--- config.mk ---
export PLATFORM = sky130hd
export DESIGN_NAME = controle_preparo
export DESIGN_NICKNAME = d
export VERILOG_FILES = /design/src/rtl/controle_cafe_pkg.sv /design/src/rtl/temporizador_ciclos.sv /design/src/rtl/controle_preparo.sv
export SDC_FILE = /design/constraint.sdc
export NUM_CORES = 1
export LEC_CHECK = 0
export CORE_MARGIN = 8
export CORE_UTILIZATION = 25
export CTS_CLUSTER_DIAMETER = 100
export DETAILED_ROUTE_END_ITERATION = 8
export PLACE_DENSITY_LB_ADDON = 0.1
export SETUP_SLACK_MARGIN = 0.2
export SKIP_LAST_GASP = 1
export SLEW_MARGIN = 20
export SYNTH_ARGS = -nofsm -noshare
export SYNTH_HDL_FRONTEND = slang
export SYNTH_SLANG_ARGS = --single-unit
--- constraint.sdc ---
create_clock -name i_clk -period 4.6 [get_ports i_clk]
set_input_delay 0.92 -clock i_clk [delete_from_list [all_inputs] [get_ports i_clk]]
set_output_delay 0.92 -clock i_clk [all_outputs]
set_load 0.005 [all_outputs]
--- src/rtl/controle_cafe_pkg.sv ---
// controle_cafe_pkg: state encoding, display codes and input code points
// shared by the coffee brew controller and its bench.
package controle_cafe_pkg;

    typedef enum logic [2:0] {
        OCIOSO           = 3'd0,
        ANALISE          = 3'd1,
        AGUARDA_CORRECAO = 3'd2,
        AQUECIMENTO      = 3'd3,
        EXTRACAO         = 3'd4,
        CONCLUIDO        = 3'd5,
        FALHA            = 3'd6
    } estado_t;

    localparam logic [3:0] DISP_OCIOSO    = 4'b0000;
    localparam logic [3:0] DISP_ANALISE   = 4'b0001;
    localparam logic [3:0] DISP_AGUARDA   = 4'b0010;
    localparam logic [3:0] DISP_AQUEC     = 4'b0011;
    localparam logic [3:0] DISP_EXTRACAO  = 4'b0100;
    localparam logic [3:0] DISP_CONCLUIDO = 4'b1000;
    localparam logic [3:0] DISP_FALHA     = 4'b1110;

    localparam logic [1:0] SENSOR_ANALISANDO = 2'b00;
    localparam logic [1:0] SENSOR_CORRIGIVEL = 2'b01;
    localparam logic [1:0] SENSOR_OK         = 2'b10;
    localparam logic [1:0] SENSOR_FALHA      = 2'b11;

    localparam logic [1:0] TIPO_CURTO    = 2'b00;
    localparam logic [1:0] TIPO_LONGO    = 2'b01;
    localparam logic [1:0] TIPO_DUPLO    = 2'b10;
    localparam logic [1:0] TIPO_INVALIDO = 2'b11;

    function automatic logic [3:0] codigo_display(input estado_t e);
        case (e)
            ANALISE:          return DISP_ANALISE;
            AGUARDA_CORRECAO: return DISP_AGUARDA;
            AQUECIMENTO:      return DISP_AQUEC;
            EXTRACAO:         return DISP_EXTRACAO;
            CONCLUIDO:        return DISP_CONCLUIDO;
            FALHA:            return DISP_FALHA;
            default:          return DISP_OCIOSO;
        endcase
    endfunction

endpackage

--- src/rtl/temporizador_ciclos.sv ---
// temporizador_ciclos: free-running cycle counter with synchronous clear and
// a terminal flag raised when the count equals the supplied limit.
module temporizador_ciclos #(
    parameter int LARGURA = 16
) (
    input  logic               i_clk,
    input  logic               i_reset_n,
    input  logic               i_limpa,
    input  logic [LARGURA-1:0] i_limite,
    output logic               o_terminal
);

    logic [LARGURA-1:0] r_contagem;

    always_ff @(posedge i_clk) begin
        if (!i_reset_n || i_limpa)
            r_contagem <= '0;
        else
            r_contagem <= r_contagem + LARGURA'(1);
    end

    assign o_terminal = (r_contagem == i_limite);

endmodule

--- src/rtl/controle_preparo.sv ---
// controle_preparo: Moore FSM sequencing sensor check, heating and pump
// extraction for one coffee, with cancel and fault handling.
module controle_preparo
    import controle_cafe_pkg::*;
#(
    parameter int CICLOS_CURTO     = 200,
    parameter int CICLOS_LONGO     = 400,
    parameter int CICLOS_DUPLO     = 600,
    parameter int CICLOS_AQUEC_MAX = 1000,
    parameter int CICLOS_ERRO_MAX  = 500
) (
    input  logic       i_clk,
    input  logic       i_reset_n,
    input  logic       i_botao_inicio,
    input  logic [1:0] i_tipo_cafe,
    input  logic [1:0] i_sensor_status,
    input  logic       i_temp_ok,
    input  logic       i_cancela,
    output logic       o_hab_analise,
    output logic       o_aquecedor,
    output logic       o_bomba,
    output logic       o_pronto,
    output logic       o_ocupado,
    output logic [3:0] o_codigo_display
);

    // Terminal compares fire on the last cycle of a state, hence the -1.
    localparam logic [15:0] LIM_CURTO = 16'(CICLOS_CURTO - 1);
    localparam logic [15:0] LIM_LONGO = 16'(CICLOS_LONGO - 1);
    localparam logic [15:0] LIM_DUPLO = 16'(CICLOS_DUPLO - 1);
    localparam logic [15:0] LIM_AQUEC = 16'(CICLOS_AQUEC_MAX - 1);
    localparam logic [15:0] LIM_ERRO  = 16'(CICLOS_ERRO_MAX - 1);

    estado_t     r_estado;
    estado_t     w_proximo;
    logic [1:0]  r_tipo;
    logic        r_botao_ant;
    logic        w_inicia;
    logic        w_terminal;
    logic [15:0] w_lim_extracao;
    logic [15:0] w_limite;

    assign w_inicia = i_botao_inicio && !r_botao_ant
                   && (i_tipo_cafe != TIPO_INVALIDO) && !i_cancela;

    always_comb begin
        w_lim_extracao = (r_tipo == TIPO_CURTO) ? LIM_CURTO :
                         (r_tipo == TIPO_LONGO) ? LIM_LONGO : LIM_DUPLO;
        w_limite = (r_estado == AGUARDA_CORRECAO) ? LIM_ERRO :
                   (r_estado == AQUECIMENTO)      ? LIM_AQUEC : w_lim_extracao;
    end

    temporizador_ciclos #(.LARGURA(16)) u_temporizador (
        .i_clk      (i_clk),
        .i_reset_n  (i_reset_n),
        .i_limpa    (w_proximo != r_estado),
        .i_limite   (w_limite),
        .o_terminal (w_terminal)
    );

    // Previous-button sample resets to 1 so a button held through reset
    // must be released before it can start a brew.
    always_ff @(posedge i_clk) begin
        if (!i_reset_n) begin
            r_estado    <= OCIOSO;
            r_tipo      <= TIPO_CURTO;
            r_botao_ant <= 1'b1;
        end else begin
            r_estado    <= w_proximo;
            r_botao_ant <= i_botao_inicio;
            if (r_estado == OCIOSO && w_inicia)
                r_tipo <= i_tipo_cafe;
        end
    end

    always_comb begin
        w_proximo = r_estado;
        if (i_cancela && r_estado != OCIOSO)
            w_proximo = OCIOSO;
        else begin
            case (r_estado)
                OCIOSO:
                    w_proximo = w_inicia ? ANALISE : OCIOSO;
                ANALISE:
                    w_proximo = (i_sensor_status == SENSOR_OK)         ? AQUECIMENTO :
                                (i_sensor_status == SENSOR_CORRIGIVEL) ? AGUARDA_CORRECAO :
                                (i_sensor_status == SENSOR_FALHA)      ? FALHA : ANALISE;
                AGUARDA_CORRECAO:
                    w_proximo = (i_sensor_status == SENSOR_OK)                ? AQUECIMENTO :
                                (i_sensor_status == SENSOR_FALHA || w_terminal) ? FALHA :
                                AGUARDA_CORRECAO;
                AQUECIMENTO:
                    w_proximo = i_temp_ok ? EXTRACAO : w_terminal ? FALHA : AQUECIMENTO;
                EXTRACAO:
                    w_proximo = w_terminal ? CONCLUIDO : EXTRACAO;
                CONCLUIDO:
                    w_proximo = OCIOSO;
                FALHA:
                    w_proximo = FALHA;
                default:
                    w_proximo = OCIOSO;
            endcase
        end
    end

    always_comb begin
        o_hab_analise    = (r_estado == ANALISE) || (r_estado == AGUARDA_CORRECAO);
        o_aquecedor      = (r_estado == AQUECIMENTO) || (r_estado == EXTRACAO);
        o_bomba          = (r_estado == EXTRACAO);
        o_pronto         = (r_estado == CONCLUIDO);
        o_ocupado        = (r_estado != OCIOSO) && (r_estado != FALHA);
        o_codigo_display = codigo_display(r_estado);
    end

endmodule

==> results.ini, run 1 <==
[status]
status=complete, no violations

[sta]
fmax_mhz=324.0
maxSlewViolCount=0
tns_ns=0
rsz0062_at_grt=no
finalHoldViolations=0
slew_headroom_pct=38.45
max_slew.worst_pin.slew_ns=0.9232
fin_worst_skew_ns=0.009660
final-setup-viol-count=0
finalCritPeriodShare_pct=67.10
post-route-min-period_ns=3.087
holdWs_ns=0.5528

[global_routing]
first_global_vias=1370
antenna_found_initial=0
grt_max_degree=23
grt_overflow=0
grt_pass1_wl_um=6734
grtUsageTotal_pct=9.300

[synth]
synth_fa_ha_area_share_pct=0.8143
yosys.area.top_type=dfxtp_1
yosysSeqAreaShare_pct=28.66
avgSynthCellArea_um2=8.632
synth_area_um2=1536
synth_compound_area_share_pct=15.80
yosysWarnings=0
synth_edf_count=0
ys_types=54
synthMuxAreaShare_pct=4.072
ys.flop_type=dfxtp_1
synth_nets=188
synth_top_family_by_area=simple AND/OR/NAND/NOR gates
synth_seq_cells=22
synthArstFlopShare_pct=0
yosys.area_share.xor_xnor_pct=9.691
post_synth_main_area_contributors=dfxtp_1 29%, nor3_2 6.5%, xor2_1 5.1%
synth-simple-area-share_pct=35.83
syn-instance-count=178
synth_top_area_share_pct=28.66

[placement]
dp_cells=261
globalplace.congestion=0.8320
hpwl_um=2830
port_buffers=17

[finish]
drive_gt1_share_pct=12.11
layout.cells.non_filler=265
antenna_cells=0
area_growth_pct=17.43
nets=201

[floorplan]
die_y_um=94.40
core_um2=5921
ios=18
core.rowCount=28
fp.dieW_um=94.40
start_util_pct=25.95
die_area_um2=8910

[critical_path]
crit_chain=clkdlybuf4s50_1 -> nor4b_2 -> nand3_1 -> o311a_2 -> or3b_1 -> mux2i_4 -> nor3_1
worst-endpoint-required_ns=4.72
worst_path_max_delay_cell=clkdlybuf4s50_1
slowest_delay_ns=0.56
critPathKind=input pin to register
cp_max_fo=16
arrival_ns=3.21
critPathLaunchType=input pin
end_kind=register

[cts]
path_clk_slew_ns=0.08
htreeDepth=1
insertion_delay_ns=0.27
cts_tree=built
cts_hold_buf=0
cts.path.max_buffers=2
root_buffer=clkbuf_8
cts.sinks=22
post_cts_buffers=0
cts_buffers=3
cts_resized=0

[power_and_ir_drop]
ir_drop_uv=160.5
p_per_area_nw_per_um2=240.6
p_leak_uw=0.0006122

[job]
drv_cap=0

[min_path]
hp-class=register to register

[drt]
dr.pass1.iters=4
vias_per_cell=5.140
wl_per_cell_um=14.55
postRouteAntennaNets=0
dr.first_iter.drc_count=56
drc_errors=0
num_vias=1362
routed_wl_um=3857

cells in the mapped netlist (3+ instances only):
master / instances
nor2b_1: 5
nand4_1: 4
nand2b_1: 4
nor2_1: 16
a21oi_1: 4
dfxtp_1: 22
clkbuf_1: 4
nor3b_1: 3
xnor2_1: 8
nand3_1: 11
o21ai_0: 3
nand2_1: 14
nor3_2: 10
xor2_1: 9
nor3_1: 7
mux2i_1: 4
registers in the layout (all words and copies together) (netlist names):
register                   flops
r_tipo                         2
r_botao_ant                    1
r_estado                       3
u_temporizador.r_contagem     16
area by class of cell:
class                      count  area (um2)
fill                         627        4116
clock buffer                   3       41.29
clock inverter                 1       30.03
inverter                       3       11.26
timing repair buffer          17       170.2
tap                           75       93.84
multi-input combinational    144        1017
sequential                    22       440.4
layer usage:
metal / routed length [um] / global-route usage, %
met1: 1748 / 11.20
met2: 1870 / 15.70
met3: 200 / 2.619
met4: 38 / 2.642
met5: 0 / 0
logic make-up (layout without fill, tap and decap cells):
logic type      Yosys count  after routing
simple gates             89             89
compound gates           32             32
buf+inv                  12             24
mux                       5              5
fa+ha+maj                 1              1
xor+xnor                 17             17
flops                    22             22
report_power, final:
part / total [uW] / leakage [uW] / switching, uW / internal (uW)
Combinational: 45.4 / 0.000398 / 24.5 / 21.0
Clock: 188 / 0.0000357 / 71.2 / 116
Sequential: 201 / 0.000178 / 6.68 / 194
path summary, 6_finish.rpt:
path | startpoint | to | slack [ns] | depth (start not counted)
min | r_tipo[0]$_SDFFE_PN0P_ | r_tipo[0]$_SDFFE_PN0P_ | 0.55 | 2
max reg2reg | r_estado[2]$_SDFF_PN0_ | u_temporizador.r_contagem[4]$_SDFF_PP0_ | 1.73 | 6
min reg2reg | r_tipo[0]$_SDFFE_PN0P_ | r_tipo[0]$_SDFFE_PN0P_ | 0.55 | 2
max | i_cancela | u_temporizador.r_contagem[4]$_SDFF_PP0_ | 1.51 | 7
layout by cell type, fill, tap and decap left out, types with 2 or more instances in the layout:
| cell | Yosys | routed |
|---|---|---|
| xnor2_1 | 8 | 8 |
| a31oi_1 | 2 | 2 |
| o21ai_1 | 2 | 2 |
| and3_1 | 2 | 2 |
| a21o_1 | 2 | 2 |
| nand3b_1 | 2 | 2 |
| nor3_2 | 10 | 10 |
| clkbuf_8 | 0 | 3 |
| nand4_1 | 4 | 4 |
| clkdlybuf4s50_1 | 0 | 17 |
| o31ai_1 | 2 | 2 |
| o21a_1 | 2 | 2 |
| mux2i_1 | 4 | 4 |
| inv_1 | 2 | 2 |
| xor2_1 | 9 | 9 |
| nor2_1 | 16 | 16 |
| nor2b_1 | 5 | 5 |
| nand2_1 | 14 | 14 |
| a21oi_1 | 4 | 4 |
| nand2b_1 | 4 | 4 |
| nor3b_1 | 3 | 3 |
| o21ai_0 | 3 | 3 |
| nor3_1 | 7 | 7 |
| dfxtp_1 | 22 | 22 |
| and4_1 | 2 | 2 |
| nand3_1 | 11 | 11 |
| o221ai_1 | 2 | 2 |
critical path, delay by kind of cell:
family	cells	cell delay (ns)
AOI/OAI and AO/OA	1	0.14
buffers and inverters	1	0.56
muxes	1	0.55
and+or+nand+nor	4	1.03
stage by stage:
stage	setup WS [ns]	cell area (um2)	power, uW	util [%]
2_1_floorplan	2.026	1536	235.7	-
3_3_place_gp	1.287	1733	250.4	29.27
3_5_place_dp	1.225	1733	251.5	29.27
4_1_cts	1.502	1804	442.4	30.47
5_1_grt	1.370	1804	455.9	30.47
6_report	1.513	1804	434.2	30.47
Note: power is estimated with default switching activity, not from simulation.
==> run 2: changes to the inputs <==
Clock period 4.6 ns to 2.9 ns, I/O delays scaled along.
==> results.ini, run 2 (synthesized netlist as in run 1, its figures left out) <==
[placement]
dpl-instance-area_um2=1798
globalplace.congestion=0.7925
hpwl_um=2965
port_buffers=17
place_ws_ns=0.08663

[critical_path]
arrival_ns=2.57
critPathLaunchType=input pin
slowest_delay_ns=0.46
critPathKind=input pin to register
worst-endpoint-required_ns=3.03
crit_family=simple AND/OR/NAND/NOR gates
critPathBufInv=3
worst_path_max_delay_cell=clkdlybuf4s50_1
cp_max_fo=16
r2r-start=u_temporizador.r_contagem[0]$_SDFF_PP0_
end_kind=register
crit_chain=clkdlybuf4s50_1 -> nor4b_2 -> buf_4 -> nand3_1 -> o311a_2 -> or3b_1 -> mux2i_4 -> buf_12 -> nor3b_1
crit_path_start=i_cancela

[min_path]
hp-start=u_temporizador.r_contagem[0]$_SDFF_PP0_
hp-class=register to register

[power_and_ir_drop]
p_per_area_nw_per_um2=334.6
ir_drop_uv=165.6
p_leak_uw=0.0006464

[floorplan]
core.rowCount=28
core_um2=5921
fp.dieW_um=94.40
ios=18
start_util_pct=25.95
die_area_um2=8910
die_y_um=94.40

[drt]
routed_wl_um=3995
dr.first_iter.drc_count=47
postRouteAntennaNets=0
num_vias=1391
vias_per_cell=5.114
wl_per_cell_um=14.69
drc_errors=0
dr.pass1.iters=4

[finish]
fin_area_um2=1861
area_growth_pct=21.09
seq_area_um2=440.4
fill_cells=617
mostFrequentLayoutCell=dfxtp_1
largest-register=u_temporizador.r_contagem
mostFrequentLayoutCells=22 x dfxtp_1, 17 x clkdlybuf4s50_1, 16 x nor2_1
top_regs=u_temporizador.r_contagem: 16 flops, r_estado: 3 flops, r_tipo: 2 flops
antenna_cells=0
drive_gt1_share_pct=15.23
largest_reg_flops=16
multi_input_area_um2=1025
nets=208

[sta]
slew_headroom_pct=60.46
layout_setup_ws_ns=0.4587
maxSlewViolCount=0
final-setup-viol-count=0
post-route-min-period_ns=2.441
fin_worst_skew_ns=0.003546
max_slew.worst_pin.slew_ns=0.5908
fmax_mhz=409.6
tns_ns=0
rsz0062_at_grt=no
finalHoldViolations=0
finalCritPeriodShare_pct=84.18

[cts]
post_cts_buffers=0
cts_tree=built
path_clk_slew_ns=0.08
htreeDepth=1
cts.path.max_buffers=2
cts_resized=0
root_buffer=clkbuf_8
insertion_delay_ns=0.26
cts.sinks=22
cts_buffers=3
cts_hold_buf=0

[global_routing]
grt_pass1_wl_um=6886
grtUsageTotal_pct=9.513
first_global_vias=1421
grt_overflow=0
antenna_found_initial=0
grt_max_degree=21

[status]
status=complete, no violations

[job]
drv_cap=0

[run 2: worst reg2reg max path, cell delays in order (launching register included)]
cell	delay, ns
dfxtp_1	0.45
ha_1	0.21
nor4b_1	0.23
nand2_1	0.16
a221oi_2	0.27
nand4_4	0.23
o21ai_4	0.56
nor3b_1	0.12
[run 2: worst paths after layout]
kind | cells past startpoint | slack [ns] | to
setup reg to reg | 7 | 0.55 | u_temporizador.r_contagem[1]$_SDFF_PP0_
setup / recovery | 9 | 0.46 | u_temporizador.r_contagem[1]$_SDFF_PP0_
hold / removal | 1 | 0.57 | u_temporizador.r_contagem[0]$_SDFF_PP0_
hold reg to reg | 1 | 0.57 | u_temporizador.r_contagem[0]$_SDFF_PP0_
[run 2: layout make-up]
type                    instances  share of cell area (%)
multi-input cells             144                   55.08
flip-flops and latches         22                   23.67
clock buffers                   4                   2.959
inverters                       3                  0.6052
well taps                      75                   5.044
repair buffers                 24                   12.64
[run 2: per-stage QoR]
| stage | power [uW] | std cells | hold WS, ns | utilization (%) |
|---|---|---|---|---|
| after floorplan | 373.9 | 178 | 0.4900 | - |
| after global placement | 403.5 | 268 | 0.5299 | 30.37 |
| after detailed placement | 405.8 | 268 | 0.5608 | 30.37 |
| after CTS | 634.1 | 272 | 0.5657 | 31.30 |
| after global routing | 661.4 | 272 | 0.6178 | 31.42 |
| final | 622.5 | 272 | 0.5678 | 31.42 |
[run 2: routing by layer]
| layer | up-vias | track usage (%) | share of wire, % |
|---|---|---|---|
| met4 | 0 | 3.831 | 2.3 |
| met5 | - | 0 | 0 |
| met3 | 9 | 2.381 | 5.5 |
| li1 | 689 | - | - |
| met1 | 656 | 11.52 | 44 |
| met2 | 37 | 15.70 | 48 |
[run 2: report_power, final]
| part | internal (uW) | leakage, uW | switching, uW | total, uW |
|---|---|---|---|---|
| Sequential | 308 | 0.000178 | 9.15 | 317 |
| Clock | 121 | 0.0000288 | 102 | 223 |
| Combinational | 39.0 | 0.000440 | 43.3 | 82.3 |
| Total | 468 | 0.000646 | 154 | 622 |
